## src/rtl/frame_dispatch.sv

```systemverilog
// frame_dispatch: egress-side receiver of the internal frame stream.
// Parses the 2-byte header {len[11:8], portmap}, {len[7:0]}, replicates the
// payload bytes into the per-port data queues, then commits one pointer word
// to every destination port's pointer queue.
//
// Ports:
//   clk, rstn            core clock, asynchronous active-low reset
//   sof, dv, data        incoming frame stream (sof qualified by dv)
//   q_afull[3:0]         data queue i cannot take another full frame
//   ptr_full[3:0]        pointer queue i is full
//   bp0..bp3             registered backpressure per port
//   q_wr[3:0], q_din     data queue write strobes / shared write data
//   ptr_wr[3:0], ptr_din pointer queue write strobes / {0, portmap, count}
//   len_err              pulse: frame shorter than its header length
//   proto_err            pulse: sof outside IDLE or dv lost inside header
//   drop                 pulse: frame had no deliverable destination
`timescale 1ns/1ps
module frame_dispatch #(
    parameter int MAXLEN = 2047,
    parameter int NPORT  = 4
) (
    input  logic             clk,
    input  logic             rstn,
    input  logic             sof,
    input  logic             dv,
    input  logic [7:0]       data,
    input  logic [NPORT-1:0] q_afull,
    input  logic [NPORT-1:0] ptr_full,
    output logic             bp0,
    output logic             bp1,
    output logic             bp2,
    output logic             bp3,
    output logic [NPORT-1:0] q_wr,
    output logic [7:0]       q_din,
    output logic [NPORT-1:0] ptr_wr,
    output logic [15:0]      ptr_din,
    output logic             len_err,
    output logic             proto_err,
    output logic             drop
);
    localparam logic [1:0] S_IDLE   = 2'd0;
    localparam logic [1:0] S_HDR1   = 2'd1;
    localparam logic [1:0] S_DATA   = 2'd2;
    localparam logic [1:0] S_COMMIT = 2'd3;

    logic [1:0]       r_state;
    logic [NPORT-1:0] r_pmap;
    logic [NPORT-1:0] r_mask;
    logic [11:0]      r_len;
    logic [10:0]      r_cnt;

    logic [NPORT-1:0] w_bp;
    logic             w_short;
    logic             w_take;
    logic             w_end;
    logic             w_commit;
    logic             w_perr;

    assign w_bp     = {bp3, bp2, bp1, bp0};
    assign w_short  = {1'b0, r_cnt} < r_len;
    // A byte is stored only while under both the header length and the
    // counter ceiling; everything else is padding or oversize and is dropped.
    assign w_take   = r_state == S_DATA && dv && w_short && {1'b0, r_cnt} < 12'(MAXLEN);
    // The pointer is committed from the first idle cycle after the payload,
    // so the registered ptr_wr is visible during the COMMIT state.
    assign w_end    = r_state == S_DATA && !dv;
    assign w_commit = w_end && r_mask != '0;
    assign w_perr   = (r_state == S_HDR1 && !dv) || (r_state != S_IDLE && dv && sof);

    always_ff @(posedge clk or negedge rstn) begin
        if (!rstn) begin
            {bp3, bp2, bp1, bp0} <= '0;
            q_wr      <= '0;
            q_din     <= '0;
            ptr_wr    <= '0;
            ptr_din   <= '0;
            len_err   <= 1'b0;
            proto_err <= 1'b0;
            drop      <= 1'b0;
            r_state   <= S_IDLE;
            r_pmap    <= '0;
            r_mask    <= '0;
            r_len     <= '0;
            r_cnt     <= '0;
        end else begin
            {bp3, bp2, bp1, bp0} <= q_afull | ptr_full;
            q_wr      <= w_take ? r_mask : '0;
            q_din     <= w_take ? data : '0;
            ptr_wr    <= w_commit ? r_mask : '0;
            ptr_din   <= w_commit ? {1'b0, r_pmap, r_cnt} : '0;
            len_err   <= w_commit && w_short;
            drop      <= w_end && r_mask == '0;
            proto_err <= w_perr;
            case (r_state)
                S_IDLE: begin
                    if (dv && sof) begin
                        r_pmap      <= data[3:0];
                        // Mask is frozen at sof from the bp the upstream just saw.
                        r_mask      <= data[3:0] & ~w_bp;
                        r_len[11:8] <= data[7:4];
                        r_state     <= S_HDR1;
                    end
                end
                S_HDR1: begin
                    if (dv) begin
                        r_len[7:0] <= data;
                        r_cnt      <= '0;
                    end
                    r_state <= dv ? S_DATA : S_IDLE;
                end
                S_DATA: begin
                    if (w_take)
                        r_cnt <= r_cnt + 11'd1;
                    if (!dv)
                        r_state <= S_COMMIT;
                end
                default: r_state <= S_IDLE;
            endcase
        end
    end
endmodule

```

## config.mk

```make
export PLATFORM = sky130hd
export DESIGN_NAME = frame_dispatch
export DESIGN_NICKNAME = d
export VERILOG_FILES = /design/src/rtl/frame_dispatch.sv
export SDC_FILE = /design/constraint.sdc
export NUM_CORES = 1
export LEC_CHECK = 0
export CORE_ASPECT_RATIO = 0.5
export CORE_MARGIN = 1
export CORE_UTILIZATION = 60
export DETAILED_ROUTE_END_ITERATION = 6
export DONT_BUFFER_PORTS = 1
export HOLD_SLACK_MARGIN = 0.12
export PLACE_DENSITY = 0.76
export SYNTH_ARGS = -nofsm -noshare
export SYNTH_HDL_FRONTEND = slang
export SYNTH_SLANG_ARGS = --single-unit
```

## constraint.sdc

```tcl
create_clock -name clk -period 2.7 [get_ports clk]
set_input_delay 0.405 -clock clk [delete_from_list [all_inputs] [get_ports clk]]
set_output_delay 0.405 -clock clk [all_outputs]
set_load 0.02 [all_outputs]
```

==> impl_metrics.env, run 1 <==
export IMPL_nets=288
export IMPL_cts_buffers=9
export IMPL_cts_root_buf="clkbuf_8"
export IMPL_ys_ff_latch=71
export IMPL_io_pins=59
export IMPL_crit_arrival_ns=2.52
export IMPL_hpwlAfterDp_um=4018
export IMPL_hold_path_class="in2reg"
export IMPL_critPathTopFamily="compound AO/OA/AOI/OAI gates"
export IMPL_finalCriticalPeriod_ns=2.306
export IMPL_crit_path_end_kind="flop"
export IMPL_drc=0
export IMPL_drive_gt1_share_pct=17.24
export IMPL_synth_top_cell_area_share_pct=59.66
export IMPL_dp_slack_ns=0.4124
export IMPL_critPathKind="reg2reg"
export IMPL_crit_required_ns=2.91
export IMPL_numPortBuffers=0
export IMPL_die_area_mm2=0.005266
export IMPL_clkSlewWorstSetupHoldPaths_ns=0.07
export IMPL_fin_skew_ns=0.007115
export IMPL_htree_levels=3
export IMPL_antenna_cells=0
export IMPL_grt_pass1_vias=1888
export IMPL_grt_max_degree=72
export IMPL_synth_area_leaders="dfrtp_1 (60%), mux2_2 (6.4%), ha_1 (4.6%)"
export IMPL_cts_buffer_depth=2
export IMPL_rrSetupSlack_ns=0.39
export IMPL_ctsResizeCount=0
export IMPL_netlist_area_mm2=0.002978
export IMPL_globalRouteOverflowTotal=0
export IMPL_routedWlPerCell_um=17.01
export IMPL_dpl_cell_area_mm2=0.003030
export IMPL_fin_area_mm2=0.003278
export IMPL_ctsHoldBuffers=2
export IMPL_start_util_pct=65.12
export IMPL_die_h_um=51.82
export IMPL_gp_congestion=0.8244
export IMPL_final_setup_viol_count=0
export IMPL_start_kind="flop"
export IMPL_fmax_mhz=433.7
export IMPL_rsz0062_at_grt="no"
export IMPL_hold_viol_final=0
export IMPL_crit_fanout=21
export IMPL_yosysTopAreaCell="dfrtp_1"
export IMPL_crit_cells=7
export IMPL_area_growth_synth_to_final_pct=10.08
export IMPL_power_density_mw_per_mm2=970.2
export IMPL_cp_slowest_cell="dfrtp_1"
export IMPL_postRouteAntennaNets=0
export IMPL_postSynthCellCount=250
export IMPL_avgSynthCellArea_um2=11.91
export IMPL_max_slew_margin_pct=54.60
export IMPL_antenna_found_initial=0
export IMPL_ys_seq_area_share_pct=59.66
export IMPL_maxCapViolations=0
export IMPL_row_count=17
export IMPL_max_stage_delay_ns=0.43
export IMPL_yosys_cell_types_count=34
export IMPL_yosysWarnings=0
export IMPL_num_vias=1841
export IMPL_path_buf_inv=1
export IMPL_fin_ws_ns=0.3941
export IMPL_drt_iter0_markers=122
export IMPL_wirelength_um=5563
export IMPL_drt_vias_per_instance=5.630
export IMPL_post_route_util_pct=71.68
export IMPL_status="finished clean"
export IMPL_reg2reg_depth=7
export IMPL_p_total_w=0.003180
export IMPL_hold_depth=1
export IMPL_clock_sinks=71
export IMPL_finalCritPeriodShare_pct=85.40
export IMPL_worstSkewPairLatency_ns=0.34
export IMPL_dr_pass1_iters=4
export IMPL_syn_num_nets=281
export IMPL_die_width_um=101.6
export IMPL_slew_violations=0
export IMPL_post_cts_setup_buffers=0
export IMPL_grtUsageTotal_pct=25.23
export IMPL_tns_ns=0
export IMPL_cts_tree="built"
export IMPL_cp_cell_sequence="ha_1 > a2111oi_4 > o311ai_1 > a211oi_2 > buf_4 > nand2b_1 > a31oi_1"
export IMPL_grt_pass1_wl_um=9266
export IMPL_p_leak_nw=1.673
export IMPL_vdd_drop_max_v=0.0005643
export IMPL_worst_pin_slew_ns=0.6791
export IMPL_core_area_mm2=0.004573
==> state kept, by name, summed over array words and instances, names as in the netlist <==
register / cells
ptr_din: 15
r_len: 12
r_cnt: 11
q_din: 8
ptr_wr: 4
q_wr: 4
r_mask: 4
r_pmap: 4
r_state: 2
bp0: 1
bp1: 1
bp2: 1
bp3: 1
drop: 1
len_err: 1
proto_err: 1
==> report_power, final <==
group          internal, W  switching [W]
clock             0.000512       0.000369
combinational     0.000354       0.000394
sequential         0.00130       0.000255
total              0.00216        0.00102
==> logic make-up after synthesis <==
logic type	synth area share (%)
simple gates	17.86
mux	6.765
fa+ha+maj	4.622
flops	59.66
buf+inv	3.781
compound gates	7.185
other cells	0.1259
==> metal layers <==
layer / global-route usage, % / wire length (um) / vias to the layer above
met1: 34.05 / 2643 / 888
met3: 10.62 / 472 / 6
li1: - / - / 868
met2: 36.04 / 2381 / 79
met5: 0 / 0 / -
met4: 10.14 / 65 / 0
==> final cells by class <==
cell class	instances	area [um^2]
clock buffers	9	123.9
repair buffers	6	67.56
well taps	66	82.58
clock inverters	6	86.33
fillers	330	1295
inverters	14	52.55
multi-input cells	155	1089
flip-flops and latches	71	1777
==> through the flow <==
step / hold WS (ns) / std cells
after floorplan: 0.1094 / 250
after global placement: 0.1107 / 310
after detailed placement: 0.1108 / 310
after CTS: 0.1486 / 327
after global routing: 0.1468 / 327
final: 0.1670 / 327
==> cells in the final DEF (no fill, tap or decap), drive strengths merged, types with 2 or more instances in the layout <==
master,instances
a21oi,5
clkbuf,9
buf,5
o21a,2
and3,21
nand4,3
bufinv,2
and2,17
nand2,12
nor2b,3
ha,11
nand3,6
nand2b,8
clkinv,3
or2,6
dfrtp,71
mux2,17
a221o,3
nor2,15
inv,14
o311ai,2
o21ai,13
a21o,2
==> synthesized netlist by cell type, drive strengths merged <==
library cell / instances
ha: 11
o21a: 2
and2: 17
buf: 5
nand2: 12
o21ai: 13
clkbuf: 5
a211oi: 1
nand3: 6
mux2i: 1
conb: 1
dfrtp: 71
nor2: 15
a221o: 3
nand4: 3
or4: 1
inv: 14
mux2: 17
a21o: 2
a21oi: 5
or2: 6
a31oi: 1
nand2b: 8
nand3b: 1
nor2b: 3
a2111oi: 1
nor3: 1
o311ai: 2
and3: 21
and4b: 1
==> path summary, 6_finish.rpt <==
check,from,to
worst max-delay path,r_cnt[1],r_cnt[7]
worst min-delay path,q_afull[2],bp2
worst max register to register,r_cnt[1],r_cnt[7]
worst min register to register,r_pmap[1],r_pmap[1]
max in group asynchronous,rstn,ptr_wr[2]
min in group asynchronous,rstn,r_cnt[8]
No activity file was read; power rests on OpenSTA's default activity.
==> run 2, diff against run 1 <==
Settings changed: CORE_MARGIN 1 to 5, REMOVE_ABC_BUFFERS set to 1.
Clock period 2.7 ns to 2.65 ns, I/O delays scaled along.
==> run 2 against run 1 <==
Net effect:
- maximum frequency decreased by 0.50%
- via count shrank 0.33%
- cell count grew 2.1%
- combinational power increased by 4.0%
- non-clock buffer count up 2
- first-iteration DRC count is 40% higher
- die area grew 25%
- critical endpoint unchanged
==> impl_metrics.env, run 2 (synthesis results as in run 1) <==
export IMPL_wl_met2_um=2486
export IMPL_dpl_cell_area_mm2=0.003050
export IMPL_cp_slowest_cell="dfrtp_1"
export IMPL_die_area_mm2=0.006558
export IMPL_final_common_cell="dfrtp_1"
export IMPL_nets=290
export IMPL_cts_root_buf="clkbuf_8"
export IMPL_max_slew_margin_pct=61.94
export IMPL_drive_gt1_share_pct=18.18
export IMPL_largest_reg_flops=15
export IMPL_worst_pin_slew_ns=0.5709
export IMPL_postRouteAntennaNets=0
export IMPL_p_leak_nw=1.688
export IMPL_fin_area_mm2=0.003314
export IMPL_row_count=18
export IMPL_cts_buffer_depth=2
export IMPL_reg_top3="ptr_din: 15 flops, r_len: 12 flops, r_cnt: 11 flops"
export IMPL_die_h_um=59.82
export IMPL_crit_fanout=10
export IMPL_numPortBuffers=0
export IMPL_final_setup_viol_count=0
export IMPL_crit_required_ns=2.86
export IMPL_layout_cells_most_common_list="dfrtp_1 (71), and3_1 (21), and2_1 (17), mux2_2 (17), nor2_1 (15)"
export IMPL_antenna_found_initial=0
export IMPL_drt_iter0_markers=171
export IMPL_wl_met1_um=2640
export IMPL_antenna_cells=0
export IMPL_maxCapViolations=0
export IMPL_io_pins=59
export IMPL_critPathTopFamily="compound AO/OA/AOI/OAI gates"
export IMPL_max_stage_delay_ns=0.44
export IMPL_hpwlAfterDp_um=3807
export IMPL_rrSetupSlack_ns=0.33
export IMPL_clkSlewWorstSetupHoldPaths_ns=0.08
export IMPL_core_area_mm2=0.004865
export IMPL_fmax_mhz=431.5
export IMPL_slew_violations=0
export IMPL_num_vias=1835
export IMPL_largest_register="ptr_din"
export IMPL_finalCritPeriodShare_pct=87.45
export IMPL_critPathKind="reg2reg"
export IMPL_cts_buffers=9
export IMPL_htree_levels=3
export IMPL_start_util_pct=61.21
export IMPL_hold_path_class="in2reg"
export IMPL_post_cts_setup_buffers=0
export IMPL_power_density_mw_per_mm2=995.2
export IMPL_area_growth_synth_to_final_pct=11.30
export IMPL_crit_arrival_ns=2.53
export IMPL_worstSkewPairLatency_ns=0.34
export IMPL_hold_viol_final=0
export IMPL_vdd_drop_max_v=0.0005109
export IMPL_wl_met3_um=359
export IMPL_dr_pass1_iters=4
export IMPL_grtUsageTotal_pct=18.59
export IMPL_start_kind="flop"
export IMPL_die_width_um=109.6
export IMPL_whs_ns=0.1558
export IMPL_fillCellCount=360
export IMPL_finalCriticalPeriod_ns=2.317
export IMPL_drt_vias_per_instance=5.494
export IMPL_routedWlPerCell_um=16.57
export IMPL_status="finished clean"
export IMPL_grt_max_degree=72
export IMPL_drc=0
export IMPL_crit_path_end_kind="flop"
export IMPL_globalRouteOverflowTotal=0
export IMPL_gp_congestion=0.7651
export IMPL_grt_pass1_wl_um=9018
export IMPL_cts_tree="built"
export IMPL_wirelength_um=5536
export IMPL_clock_sinks=71
export IMPL_fin_skew_ns=0.008149
export IMPL_grt_pass1_vias=1802
export IMPL_rsz0062_at_grt="no"
export IMPL_path_buf_inv=1
export IMPL_top_layer="met4"
export IMPL_cp_cell_sequence="ha_1 > a2111oi_4 > o311ai_1 > a211oi_2 > buf_4 > nand2b_1 > a31oi_1"
-- run 2: final timing paths --
path,start,cells after the start,end
worst max register to register,r_cnt[1],7,r_cnt[7]
min in group asynchronous,rstn,2,r_cnt[6]
worst min-delay path,q_afull[3],1,bp3
max in group asynchronous,rstn,2,r_cnt[9]
worst max-delay path,r_cnt[1],7,r_cnt[7]
worst min register to register,r_pmap[2],1,ptr_din[13]
-- run 2: stage by stage --
stage | util (%) | setup TNS (ns) | total power, W | instances | worst slack [ns]
global placement | 62.71 | 0 | 0.002281 | 316 | 0.4537
floorplan | - | -0.005912 | 0.002087 | 240 | -0.002956
global route | 68.13 | 0 | 0.003505 | 334 | 0.1887
finish | 68.13 | 0 | 0.003299 | 334 | 0.3326
CTS | 68.13 | 0 | 0.003317 | 334 | 0.3427
detailed placement | 62.71 | 0 | 0.002323 | 316 | 0.3860
-- run 2: routing by layer --
metal	GRT usage, %	vias up
met2	28.10	44
met4	4.263	0
met5	0	-
met3	7.335	6
met1	25.55	920
li1	-	865
-- run 2: area by class of cell --
cell class | count | area [um^2] | share of cell area (%)
flip-flops and latches | 71 | 1777 | 53.60
repair buffers | 8 | 82.58 | 2.492
clock buffers | 9 | 123.9 | 3.737
inverters | 14 | 52.55 | 1.586
well taps | 70 | 87.58 | 2.643
multi-input cells | 155 | 1089 | 32.84
clock inverters | 7 | 102.6 | 3.095
-- run 2: what timing repair did --
action                                 CTS  global route
hold buffers                             2             0
endpoints found under the hold margin   71             0
resized for setup                        0             0
-- run 2: power by group --
part           total (W)  internal (W)  switching, W
Sequential       0.00155       0.00132      0.000235
Combinational   0.000778      0.000367      0.000411
Clock           0.000967      0.000541      0.000426
==> run 3, diff against run 2 <==
--- a/config.mk
+++ b/config.mk
@@ -8,3 +8,2 @@
 export CORE_ASPECT_RATIO = 0.5
-export CORE_MARGIN = 5
 export CORE_UTILIZATION = 60
==> constraint.sdc (replaced) <==
create_clock -name clk -period 2.65 [get_ports clk]
set_input_delay 0.1325 -clock clk [delete_from_list [all_inputs] [get_ports clk]]
set_output_delay 0.1325 -clock clk [all_outputs]
set_load 0.02 [all_outputs]
==> run 3 against run 2 <==
Net effect:
- global-route usage grew 7.5 points
- die area decreased by 20%
- via count increased by 6.2%
- utilization increased by 7.7 points
- non-clock buffer count grew 16
- final area up 4.6%
- critical path type unchanged
- worst hold slack gained 0.0093 ns
- power grew 0.43%
==> impl_metrics.env, run 3 (synthesis results as in run 1) <==
export IMPL_status="finished clean"
export IMPL_globalRouteOverflowTotal=0
export IMPL_drive_gt1_share_pct=16.07
export IMPL_fillCellCount=300
export IMPL_reg_top3="ptr_din: 15 flops, r_len: 12 flops, r_cnt: 11 flops"
export IMPL_finalCriticalPeriod_ns=2.318
export IMPL_io_pins=59
export IMPL_cts_buffer_depth=2
export IMPL_die_area_mm2=0.005266
export IMPL_p_switching_w=0.001075
export IMPL_power_density_mw_per_mm2=955.1
export IMPL_vdd_drop_max_v=0.0004841
export IMPL_cts_root_buf="clkbuf_8"
export IMPL_area_growth_synth_to_final_pct=16.47
export IMPL_routedWlPerCell_um=17.13
export IMPL_numPortBuffers=0
export IMPL_cts_tree="built"
export IMPL_row_count=17
export IMPL_num_vias=1949
export IMPL_clkPwrFrac_pct=28.6
export IMPL_clkSlewWorstSetupHoldPaths_ns=0.08
export IMPL_worst_pin_slew_ns=0.7595
export IMPL_fin_skew_ns=0.01062
export IMPL_switching_share_pct=32.45
export IMPL_post_cts_setup_buffers=0
export IMPL_ctsHoldBuffers=20
export IMPL_combPwrFrac_pct=24.4
export IMPL_fmax_mhz=431.5
export IMPL_crit_fanout=14
export IMPL_start_util_pct=65.12
export IMPL_clock_sinks=71
export IMPL_die_width_um=101.6
export IMPL_grt_max_degree=72
export IMPL_drc=0
export IMPL_crit_arrival_ns=2.54
export IMPL_internal_power_w=0.002238
export IMPL_hpwlAfterDp_um=3804
export IMPL_largest_register="ptr_din"
export IMPL_antenna_found_initial=0
export IMPL_grt_pass1_vias=1982
export IMPL_antenna_cells=0
export IMPL_fin_ws_ns=0.3323
export IMPL_start_kind="flop"
export IMPL_gp_congestion=0.8672
export IMPL_crit_required_ns=2.88
export IMPL_slew_violations=0
export IMPL_dp_slack_ns=0.3929
export IMPL_finalCritPeriodShare_pct=87.46
export IMPL_p_total_w=0.003313
export IMPL_seqCellArea_mm2=0.001777
export IMPL_die_h_um=51.82
export IMPL_critPathKind="reg2reg"
export IMPL_final_common_cell="dfrtp_1"
export IMPL_seq_power_share_pct=47.0
export IMPL_grtUsageTotal_pct=26.04
export IMPL_final_instance_count_excl_fill=346
export IMPL_drt_iter0_markers=76
export IMPL_p_leak_nw=1.741
export IMPL_drt_vias_per_instance=5.633
export IMPL_whs_ns=0.1651
export IMPL_hold_viol_final=0
export IMPL_dr_pass1_iters=4
export IMPL_ctsResizeCount=0
export IMPL_worstSkewPairLatency_ns=0.36
export IMPL_core_area_mm2=0.004573
export IMPL_max_slew_margin_pct=49.23
export IMPL_htree_levels=3
export IMPL_crit_path_end_kind="flop"
export IMPL_layout_cells_most_common_list="dfrtp_1 (71), and3_1 (21), dlygate4sd3_1 (19)"
export IMPL_grt_pass1_wl_um=9687
export IMPL_multiInputGateArea_mm2=0.001089
export IMPL_cts_buffers=9
export IMPL_dp_cells=310
export IMPL_wirelength_um=5928
export IMPL_maxCapViolations=0
export IMPL_largest_reg_flops=15
export IMPL_postRouteAntennaNets=0
export IMPL_nets=306
export IMPL_hold_path_class="in2reg"
export IMPL_final_setup_viol_count=0
export IMPL_rsz0062_at_grt="no"
==> run 3: cell types whose count changed in the layout (fill, tap and decap cells not counted) <==
cell / before / now
clkinvlp_4: 1 / 2
dlygate4sd3_1: 1 / 19
clkbuf_1: 0 / 1
buf_4: 6 / 4
inv_6: 3 / 2
clkinv_4: 1 / 0
==> run 3: path summary, 6_finish.rpt <==
check                          start    endpoint  slack (ns)  depth (start not counted)
max                         r_cnt[1]    r_cnt[4]        0.33                          7
min                               dv  r_state[1]        0.17                          3
max reg2reg                 r_cnt[1]    r_cnt[4]        0.33                          7
min reg2reg                r_pmap[2]   r_pmap[2]        0.50                          1
max in group asynchronous       rstn    r_len[8]        2.06                          2
min in group asynchronous       rstn   ptr_wr[1]        0.32                          2
==> run 3: layout make-up <==
class / instances / area share, %
sequential: 71 / 51.23
tap: 66 / 2.381
clock inverter: 6 / 2.670
timing repair buffer: 24 / 7.143
inverter: 14 / 1.515
multi-input combinational: 155 / 31.39
clock buffer: 10 / 3.680
==> run 3: power by group through the flow <==
stage	Clock (W)	Sequential [W]	Combinational [W]
after floorplan	0	0.00152	0.000570
after global placement	0	0.00156	0.000710
after detailed placement	0	0.00157	0.000747
after CTS	0.000967	0.00156	0.000813
after global routing	0.00101	0.00159	0.000907
final	0.000949	0.00156	0.000808
==> run 3: metrics by stage <==
step                      instance area [um^2]  utilization, %   TNS [ns]
after floorplan                           2918               -  -0.005912
after global placement                    3030           66.27          0
after detailed placement                  3030           66.27          0
after CTS                                 3468           75.84          0
after global routing                      3468           75.84          0
final                                     3468           75.84          0
==> run 3: worst max-delay path, cell delays in order, from the launching register on <==
cell and delay [ns]:
dfrtp_1 0.43, ha_1 0.34, a2111oi_4 0.31, o311ai_1 0.20
a211oi_2 0.34, buf_4 0.24, nand2b_1 0.22, o21ai_0 0.12
==> run 3: routing by layer <==
metal	share of wire, %	global-route usage (%)	wire length, um	vias to the layer above
met3	6.3	9.677	372	10
li1	-	-	-	900
met1	43	32.59	2577	981
met5	0	0	0	-
met2	49	41.78	2901	58
met4	1.3	9.662	77	0
